File: config.mk
export PLATFORM = sky130hd
export DESIGN_NAME = vga_sync_receiver_flat
export DESIGN_NICKNAME = d
export VERILOG_FILES = /design/src/rtl/vga_sync_receiver_if.sv /design/src/rtl/vga_sync_receiver.sv /design/src/flat_wrapper.sv
export SDC_FILE = /design/constraint.sdc
export NUM_CORES = 1
export LEC_CHECK = 0
export CORE_MARGIN = 3
export CORE_UTILIZATION = 57
export DETAILED_ROUTE_END_ITERATION = 12
export HOLD_SLACK_MARGIN = 0.08
export PLACE_DENSITY = 0.8
export SYNTH_ARGS = -nofsm -noshare
export SYNTH_HDL_FRONTEND = slang
export SYNTH_SLANG_ARGS = --single-unit
File: constraint.sdc
create_clock -name clk -period 3.3 [get_ports clk]
set_clock_uncertainty 0.15 [all_clocks]
set_input_delay 0.495 -clock clk [delete_from_list [all_inputs] [get_ports clk]]
set_output_delay 0.495 -clock clk [all_outputs]
set_load 0.005 [all_outputs]
File: src/rtl/vga_sync_receiver_if.sv
// Bundle of the sync inputs and recovered-timing outputs of the VGA sync receiver.
// Latency: none, wiring only.
// Backpressure: none; the raster is free-running and the receiver never stalls it.
//
// Modports:
//   master - raster source / timing consumer: drives Hsync, Vsync; observes the rest.
//   slave  - the receiver: samples Hsync, Vsync; drives counters, measurements, Frame_Start, Locked.
// Build option: VGA_SYNC_RX_ERRCNT_EN adds the 8-bit Lock_Loss_Count signal.
interface vga_sync_receiver_if #(
    parameter int CNT_W = 11
);
    logic             Hsync;
    logic             Vsync;
    logic [CNT_W-1:0] H_Count_Value;
    logic [CNT_W-1:0] V_Count_Value;
    logic [CNT_W-1:0] H_Total;
    logic [CNT_W-1:0] H_Sync_Width;
    logic [CNT_W-1:0] V_Total;
    logic [CNT_W-1:0] V_Sync_Width;
    logic             Frame_Start;
    logic             Locked;
`ifdef VGA_SYNC_RX_ERRCNT_EN
    logic [7:0]       Lock_Loss_Count;
`endif

    modport master (
        output Hsync, Vsync,
        input  H_Count_Value, V_Count_Value, H_Total, H_Sync_Width,
        input  V_Total, V_Sync_Width, Frame_Start, Locked
`ifdef VGA_SYNC_RX_ERRCNT_EN
        , input Lock_Loss_Count
`endif
    );

    modport slave (
        input  Hsync, Vsync,
        output H_Count_Value, V_Count_Value, H_Total, H_Sync_Width,
        output V_Total, V_Sync_Width, Frame_Start, Locked
`ifdef VGA_SYNC_RX_ERRCNT_EN
        , output Lock_Loss_Count
`endif
    );
endinterface

File: src/rtl/vga_sync_receiver.sv
// Recovers pixel/line position from active-low Hsync/Vsync, measures raster timing, declares lock.
// Latency: an input edge sampled at clock n is acted on at clock n+1 (counters reset 2 clocks after the pin edge).
// Backpressure: none; the receiver follows the external raster and cannot stall it.
//
// Ports: clk (pixel clock), rst (synchronous, active high), bus (vga_sync_receiver_if.slave):
//   Hsync/Vsync in; H/V_Count_Value, H_Total, H_Sync_Width, V_Total, V_Sync_Width, Frame_Start, Locked out.
// Build option: VGA_SYNC_RX_ERRCNT_EN adds Lock_Loss_Count (saturating count of lock drops, cleared by rst).
module vga_sync_receiver #(
    parameter int CNT_W       = 11,
    parameter int LOCK_FRAMES = 2
) (
    input  logic                  clk,
    input  logic                  rst,
    vga_sync_receiver_if.slave    bus
);

    localparam logic [CNT_W-1:0] CNT_MAX = '1;
    localparam logic [CNT_W-1:0] CNT_ONE = CNT_W'(1);

    typedef enum logic [1:0] {SEARCH, ARM, VERIFY, LOCKED} state_t;

    state_t             state_q, state_d;
    logic               hs_q, hs_p, vs_q, vs_p;
    logic [CNT_W-1:0]   h_cnt, hw_cnt, v_cnt, vw_cnt;
    logic [CNT_W-1:0]   h_total, h_sync_width, v_total, v_sync_width;
    logic               frame_start;
    logic               locked_q, locked_d;
    logic               line_err;
    logic               first_line;         // next hfall only sets the reference period
    logic [3:0]         match_q, match_d;
    logic [4*CNT_W-1:0] prev_rec;
    logic               lock_lost;

    logic               hfall, hrise, vfall, vrise;
    logic [CNT_W-1:0]   h_period;
    logic [CNT_W-1:0]   h_total_nxt, h_sync_width_nxt, v_total_nxt, v_sync_width_nxt;
    logic [4*CNT_W-1:0] cur_rec;
    logic               rec_match;
    logic               sync_timeout;
    logic [4:0]         match_inc;

    assign hfall = hs_p & ~hs_q;
    assign hrise = ~hs_p & hs_q;
    assign vfall = vs_p & ~vs_q;
    assign vrise = ~vs_p & vs_q;

    // Saturating h_cnt+1: both the free-running increment and the measured line period.
    assign h_period = (h_cnt == CNT_MAX) ? CNT_MAX : h_cnt + CNT_ONE;

    // The frame record compared at vfall includes any measurement landing on that same clock.
    assign h_total_nxt      = hfall ? h_period : h_total;
    assign h_sync_width_nxt = hrise ? hw_cnt   : h_sync_width;
    assign v_total_nxt      = vfall ? v_cnt    : v_total;
    assign v_sync_width_nxt = vrise ? vw_cnt   : v_sync_width;
    assign cur_rec   = {h_total_nxt, h_sync_width_nxt, v_total_nxt, v_sync_width_nxt};
    assign rec_match = (cur_rec == prev_rec);

    // Fires once, on the clock h_cnt enters saturation, so a raster resuming while h_cnt is
    // still pinned at max is not knocked back to SEARCH again.
    assign sync_timeout = !hfall && (h_cnt == CNT_MAX - CNT_ONE);

    assign match_inc = {1'b0, match_q} + 5'd1;

    always_comb begin
        state_d   = state_q;
        match_d   = match_q;
        locked_d  = locked_q;
        lock_lost = 1'b0;
        if (sync_timeout) begin
            state_d   = SEARCH;
            match_d   = '0;
            locked_d  = 1'b0;
            lock_lost = (state_q == LOCKED);
        end else if (vfall) begin
            case (state_q)
                SEARCH: state_d = ARM;
                ARM: begin
                    match_d = '0;
                    state_d = VERIFY;
                end
                VERIFY: begin
                    if (rec_match && !line_err) begin
                        match_d = match_inc[3:0];
                        if (match_inc >= 5'(LOCK_FRAMES)) begin
                            state_d  = LOCKED;
                            locked_d = 1'b1;
                        end
                    end else begin
                        match_d = '0;
                    end
                end
                LOCKED: begin
                    if (!rec_match || line_err) begin
                        state_d   = VERIFY;
                        match_d   = '0;
                        locked_d  = 1'b0;
                        lock_lost = 1'b1;
                    end
                end
                default: state_d = SEARCH;
            endcase
        end
    end

    always_ff @(posedge clk) begin
        if (rst) begin
            hs_q         <= 1'b1;
            hs_p         <= 1'b1;
            vs_q         <= 1'b1;
            vs_p         <= 1'b1;
            h_cnt        <= '0;
            hw_cnt       <= '0;
            v_cnt        <= '0;
            vw_cnt       <= '0;
            h_total      <= '0;
            h_sync_width <= '0;
            v_total      <= '0;
            v_sync_width <= '0;
            frame_start  <= 1'b0;
            line_err     <= 1'b0;
            first_line   <= 1'b1;
            prev_rec     <= '0;
            state_q      <= SEARCH;
            match_q      <= '0;
            locked_q     <= 1'b0;
        end else begin
            hs_q <= bus.Hsync;
            hs_p <= hs_q;
            vs_q <= bus.Vsync;
            vs_p <= vs_q;

            if (hfall) begin
                h_total <= h_period;
                h_cnt   <= '0;
            end else begin
                h_cnt   <= h_period;
            end

            if (hrise) begin
                h_sync_width <= hw_cnt;
                hw_cnt       <= '0;
            end else if (!hs_q && hw_cnt != CNT_MAX) begin
                hw_cnt <= hw_cnt + CNT_ONE;
            end

            // A line whose hfall coincides with vfall belongs to the new frame and is not counted.
            if (vfall) begin
                v_total <= v_cnt;
                v_cnt   <= '0;
            end else if (hfall && v_cnt != CNT_MAX) begin
                v_cnt <= v_cnt + CNT_ONE;
            end

            if (vrise) begin
                v_sync_width <= vw_cnt;
                vw_cnt       <= '0;
            end else if (hfall && !vs_q && vw_cnt != CNT_MAX) begin
                vw_cnt <= vw_cnt + CNT_ONE;
            end

            frame_start <= vfall;

            // line_err is consumed by the lock FSM on this vfall, then restarts for the new frame.
            // The first line of a frame has no trusted reference period, so it is not checked.
            if (vfall) begin
                line_err   <= 1'b0;
                first_line <= !hfall;
                prev_rec   <= cur_rec;
            end else if (hfall) begin
                if (!first_line && h_period != h_total)
                    line_err <= 1'b1;
                first_line <= 1'b0;
            end

            state_q  <= state_d;
            match_q  <= match_d;
            locked_q <= locked_d;
        end
    end

`ifdef VGA_SYNC_RX_ERRCNT_EN
    logic [7:0] loss_cnt;

    always_ff @(posedge clk) begin
        if (rst)
            loss_cnt <= '0;
        else if (lock_lost && loss_cnt != 8'hFF)
            loss_cnt <= loss_cnt + 8'd1;
    end

    assign bus.Lock_Loss_Count = loss_cnt;
`endif

    assign bus.H_Count_Value = h_cnt;
    assign bus.V_Count_Value = v_cnt;
    assign bus.H_Total       = h_total;
    assign bus.H_Sync_Width  = h_sync_width;
    assign bus.V_Total       = v_total;
    assign bus.V_Sync_Width  = v_sync_width;
    assign bus.Frame_Start   = frame_start;
    assign bus.Locked        = locked_q;

endmodule

File: src/flat_wrapper.sv
// flat-port wrapper written by rule: the top's interface ports become plain ports
module vga_sync_receiver_flat 
#(
    parameter int CNT_W       = 11,
    parameter int LOCK_FRAMES = 2
)
  (clk, rst, bus_Hsync, bus_Vsync, bus_H_Count_Value, bus_V_Count_Value, bus_H_Total, bus_H_Sync_Width, bus_V_Total, bus_V_Sync_Width, bus_Frame_Start, bus_Locked);
  vga_sync_receiver_if #(.CNT_W(CNT_W)) bus_i ();
  input  logic clk;
  input  logic rst;
  input wire logic [$bits(bus_i.Hsync)-1:0] bus_Hsync;
  input wire logic [$bits(bus_i.Vsync)-1:0] bus_Vsync;
  output wire logic [$bits(bus_i.H_Count_Value)-1:0] bus_H_Count_Value;
  output wire logic [$bits(bus_i.V_Count_Value)-1:0] bus_V_Count_Value;
  output wire logic [$bits(bus_i.H_Total)-1:0] bus_H_Total;
  output wire logic [$bits(bus_i.H_Sync_Width)-1:0] bus_H_Sync_Width;
  output wire logic [$bits(bus_i.V_Total)-1:0] bus_V_Total;
  output wire logic [$bits(bus_i.V_Sync_Width)-1:0] bus_V_Sync_Width;
  output wire logic [$bits(bus_i.Frame_Start)-1:0] bus_Frame_Start;
  output wire logic [$bits(bus_i.Locked)-1:0] bus_Locked;
  assign bus_i.Hsync = bus_Hsync;
  assign bus_i.Vsync = bus_Vsync;
  assign bus_H_Count_Value = bus_i.H_Count_Value;
  assign bus_V_Count_Value = bus_i.V_Count_Value;
  assign bus_H_Total = bus_i.H_Total;
  assign bus_H_Sync_Width = bus_i.H_Sync_Width;
  assign bus_V_Total = bus_i.V_Total;
  assign bus_V_Sync_Width = bus_i.V_Sync_Width;
  assign bus_Frame_Start = bus_i.Frame_Start;
  assign bus_Locked = bus_i.Locked;
  vga_sync_receiver #(.CNT_W(CNT_W), .LOCK_FRAMES(LOCK_FRAMES)) u_core (.clk(clk), .rst(rst), .bus(bus_i));
endmodule
==> run metrics <==
largest net degree at the start of global routing 77; delay-heaviest family, CP simple AND/OR/NAND/NOR gates; max_cap viols 0; Ys Warns 0; # port buffers 71; fillers 872; slew margin rel. 61.6%; Crit Path Category flop to flop; part of the cycle the worst path needs 95.7%; Startpoint Class flop; Syn Nets 848; Syn Inst Count 837; Synth area leader dfxtp_1; Tmin final 3.16 ns; CP max stage delay 0.41 ns; share of the synthesized area in the top cell type 42.4%; full die area 13400 um2; total negative slack 0 ns; Clock Pin Slew Worst Setup and Hold Paths 0.06 ns; vias in the first global route 6207; Inserted Diodes 0; RSZ-0062 raised after global routing true; critical-path maximum fanout 6; share of post-route cells with drive strength above 1 10.4%; RD Place Congestion 0.918; register-to-register setup slack 0.14 ns; Max Slew Vio Count 0; GR Overflow Total 0; CTS tree built; CP Buf/Inv Count 3; count leader, synth dfxtp_1; Routed WL 20200 um; Pwr per Cell Area 477 nW/um2; Worst EP arrival 3.30 ns; clk sinks 146; Initial Utilization 59.3%; Commonest cells post-synth dfxtp_1, nor2_1, nand2_1; Cell Rows 39; Via density 6.19; maximum level of the CTS H-tree 4; post-synthesis async set-or-reset flop share 0%; Leak 3.17 nW; Std-Cell Core Area 11600 um2; Final nets 930; Synth area leaders dfxtp_1, nor2_1, nand2_1; GRT Overall Usage 31.1%; Register Area 2930 um2; Die W 116 um; final setup violating endpoints 0; DP Wirelength 14400 um; Hold Crit Class input port to flop; flops & latches, synth 146; crit-path cells ha_2, nand3_2, buf_4, or3_1, and2_1, buf_4, xnor2_1, or3_1, a21oi_1, a31oi_1, nor4_2, buf_4, o41ai_1; clk root buf clkbuf_16; DR pass1 iterations 5; Worst-Margin Slew 0.575 ns; multi-input combinational cell area 3750 um2; post-synthesis sequential area ratio 42.4%; Design Area, Final 8550 um2; total CTS buffers 17; most used cell, CP buf_4; Reg2Reg Launch Point u_core.bus.H_Count_Value[0]; CP Launch Point u_core.bus.H_Count_Value[0]; post-DR wirelength/cell 18.8 um; Iter 0 DRT Violations 641; status completed; placed cell areas 7900 um2; Die H 116 um; Final Worst Setup Slack 0.143 ns; initial antenna violation count 0; CTS Buffer Depth 2; Synth Area per Inst 8.23 um2; final hold violation count 0; Final Power 4.07 mW; Post-synth EDFFs 0; Place WS 0.0378 ns; f_max 317 MHz; HP Start rst; Peak supply drop 0.000409 V; Clock Latency Late Sink 0.42 ns; drt drc 0; required time of the critical path 3.44 ns; routed via count 6651; antenna-violating nets left 0; Cell variety after synth 65; Ports 72; Worst path slowest cell nor4_2; CP Capture Type flop; Synth Flop Type dfxtp_1; Post-Syn Area 6890 um2; first-pass GRT wire length 32500 um; P&R area growth vs syn 24.1%
==> per-stage QoR <==
step	utilization, %	hold WS [ns]	cells
5_1_grt	73.6	0.302	1075
3_3_place_gp	68.0	0.272	1043
6_report	73.6	0.292	1075
3_5_place_dp	68.0	0.293	1043
2_1_floorplan	-	0.269	837
4_1_cts	73.2	0.286	1075
==> power breakdown <==
| part | internal [mW] | switching, mW | total [mW] | leakage, nW |
|---|---|---|---|---|
| Clock | 1.18 | 0.757 | 1.94 | 0.298 |
| Sequential | 1.79 | 0.0378 | 1.83 | 1.18 |
| Combinational | 0.127 | 0.183 | 0.309 | 1.69 |
==> cell usage in the layout (no fill, tap or decap), types with 4 or more instances in the layout <==
| cell type | n |
|---|---|
| o22ai_1 | 9 |
| or2_2 | 7 |
| mux2i_1 | 23 |
| a31oi_1 | 16 |
| clkbuf_16 | 17 |
| or3_1 | 14 |
| o221ai_1 | 4 |
| clkinv_4 | 4 |
| nor2b_1 | 12 |
| o211ai_1 | 4 |
| nand2b_1 | 23 |
| xor2_1 | 27 |
| nand3_1 | 24 |
| clkdlybuf4s50_1 | 70 |
| xnor2_1 | 24 |
| ha_1 | 5 |
| nor3_1 | 9 |
| nor2_1 | 114 |
| inv_1 | 19 |
| nand2_1 | 97 |
| and3_1 | 9 |
| nor4_1 | 4 |
| buf_4 | 37 |
| nand3b_1 | 5 |
| o2111ai_1 | 7 |
| a21o_1 | 4 |
| dfxtp_1 | 144 |
| o21ai_0 | 20 |
| a211oi_1 | 18 |
| and4_1 | 4 |
| nand4_1 | 13 |
| a21oi_1 | 71 |
==> worst paths after layout <==
check             cells past startpoint                     endpoint
setup / recovery                     13              u_core.line_err
hold / removal                        2  u_core.bus.H_Sync_Width[10]
setup reg to reg                     13              u_core.line_err
hold reg to reg                       1              u_core.line_err
==> final cells by class <==
type	instances	share of cell area (%)
timing repair buffer	110	12.0
clock buffer	21	5.50
clock inverter	11	1.49
multi-input combinational	625	43.9
sequential	146	34.2
tap	143	2.09
inverter	19	0.834
==> state kept, by name, indices dropped and copies added, names as in the netlist, 2 cells and up <==
| signal | flops |
|---|---|
| u_core.bus.H_Count_Value | 11 |
| u_core.bus.H_Sync_Width | 11 |
| u_core.bus.H_Total | 11 |
| u_core.bus.V_Count_Value | 11 |
| u_core.bus.V_Sync_Width | 11 |
| u_core.bus.V_Total | 11 |
| u_core.hw_cnt | 11 |
| u_core.match_q | 4 |
| u_core.prev_rec | 44 |
| u_core.state_q | 2 |
| u_core.vw_cnt | 11 |
==> kinds of logic (layout without fill, tap and decap cells) <==
logic type	Yosys count	count (layout)	synth area share, %
adder cells (fa/ha/maj)	7	7	1.27
buffers and inverters	66	161	3.92
XOR/XNOR	52	52	6.72
flip-flops	146	146	42.4
multiplexers	25	25	3.71
AO/OA/AOI/OAI	188	188	17.6
AND/OR/NAND/NOR	353	353	24.4
==> timing repair <==
| item | CTS | global route |
|---|---|---|
| buffers inserted | 0 | 0 |
| setup endpoints to repair | 0 | 7 |
| resized for setup | 0 | 14 |
| hold buffers | 0 | 0 |
==> worst register-to-register path, stage by stage, from the launching register on <==
cell and delay (ns):
dfxtp_1 0.34, ha_2 0.24, nand3_2 0.12, buf_4 0.18, or3_1 0.34, and2_1 0.20
buf_4 0.17, xnor2_1 0.11, or3_1 0.31, a21oi_1 0.12, a31oi_1 0.07, nor4_2 0.41
buf_4 0.20, o41ai_1 0.06
==> layer usage <==
metal | routed length, um | track usage (%) | share of wire, %
met1 | 8340 | 39.0 | 41
met2 | 9550 | 50.8 | 47
met3 | 1650 | 8.25 | 8.2
met4 | 689 | 13.2 | 3.4
met5 | 0 | 0 | 0
Power figures use the tool's default switching activity.
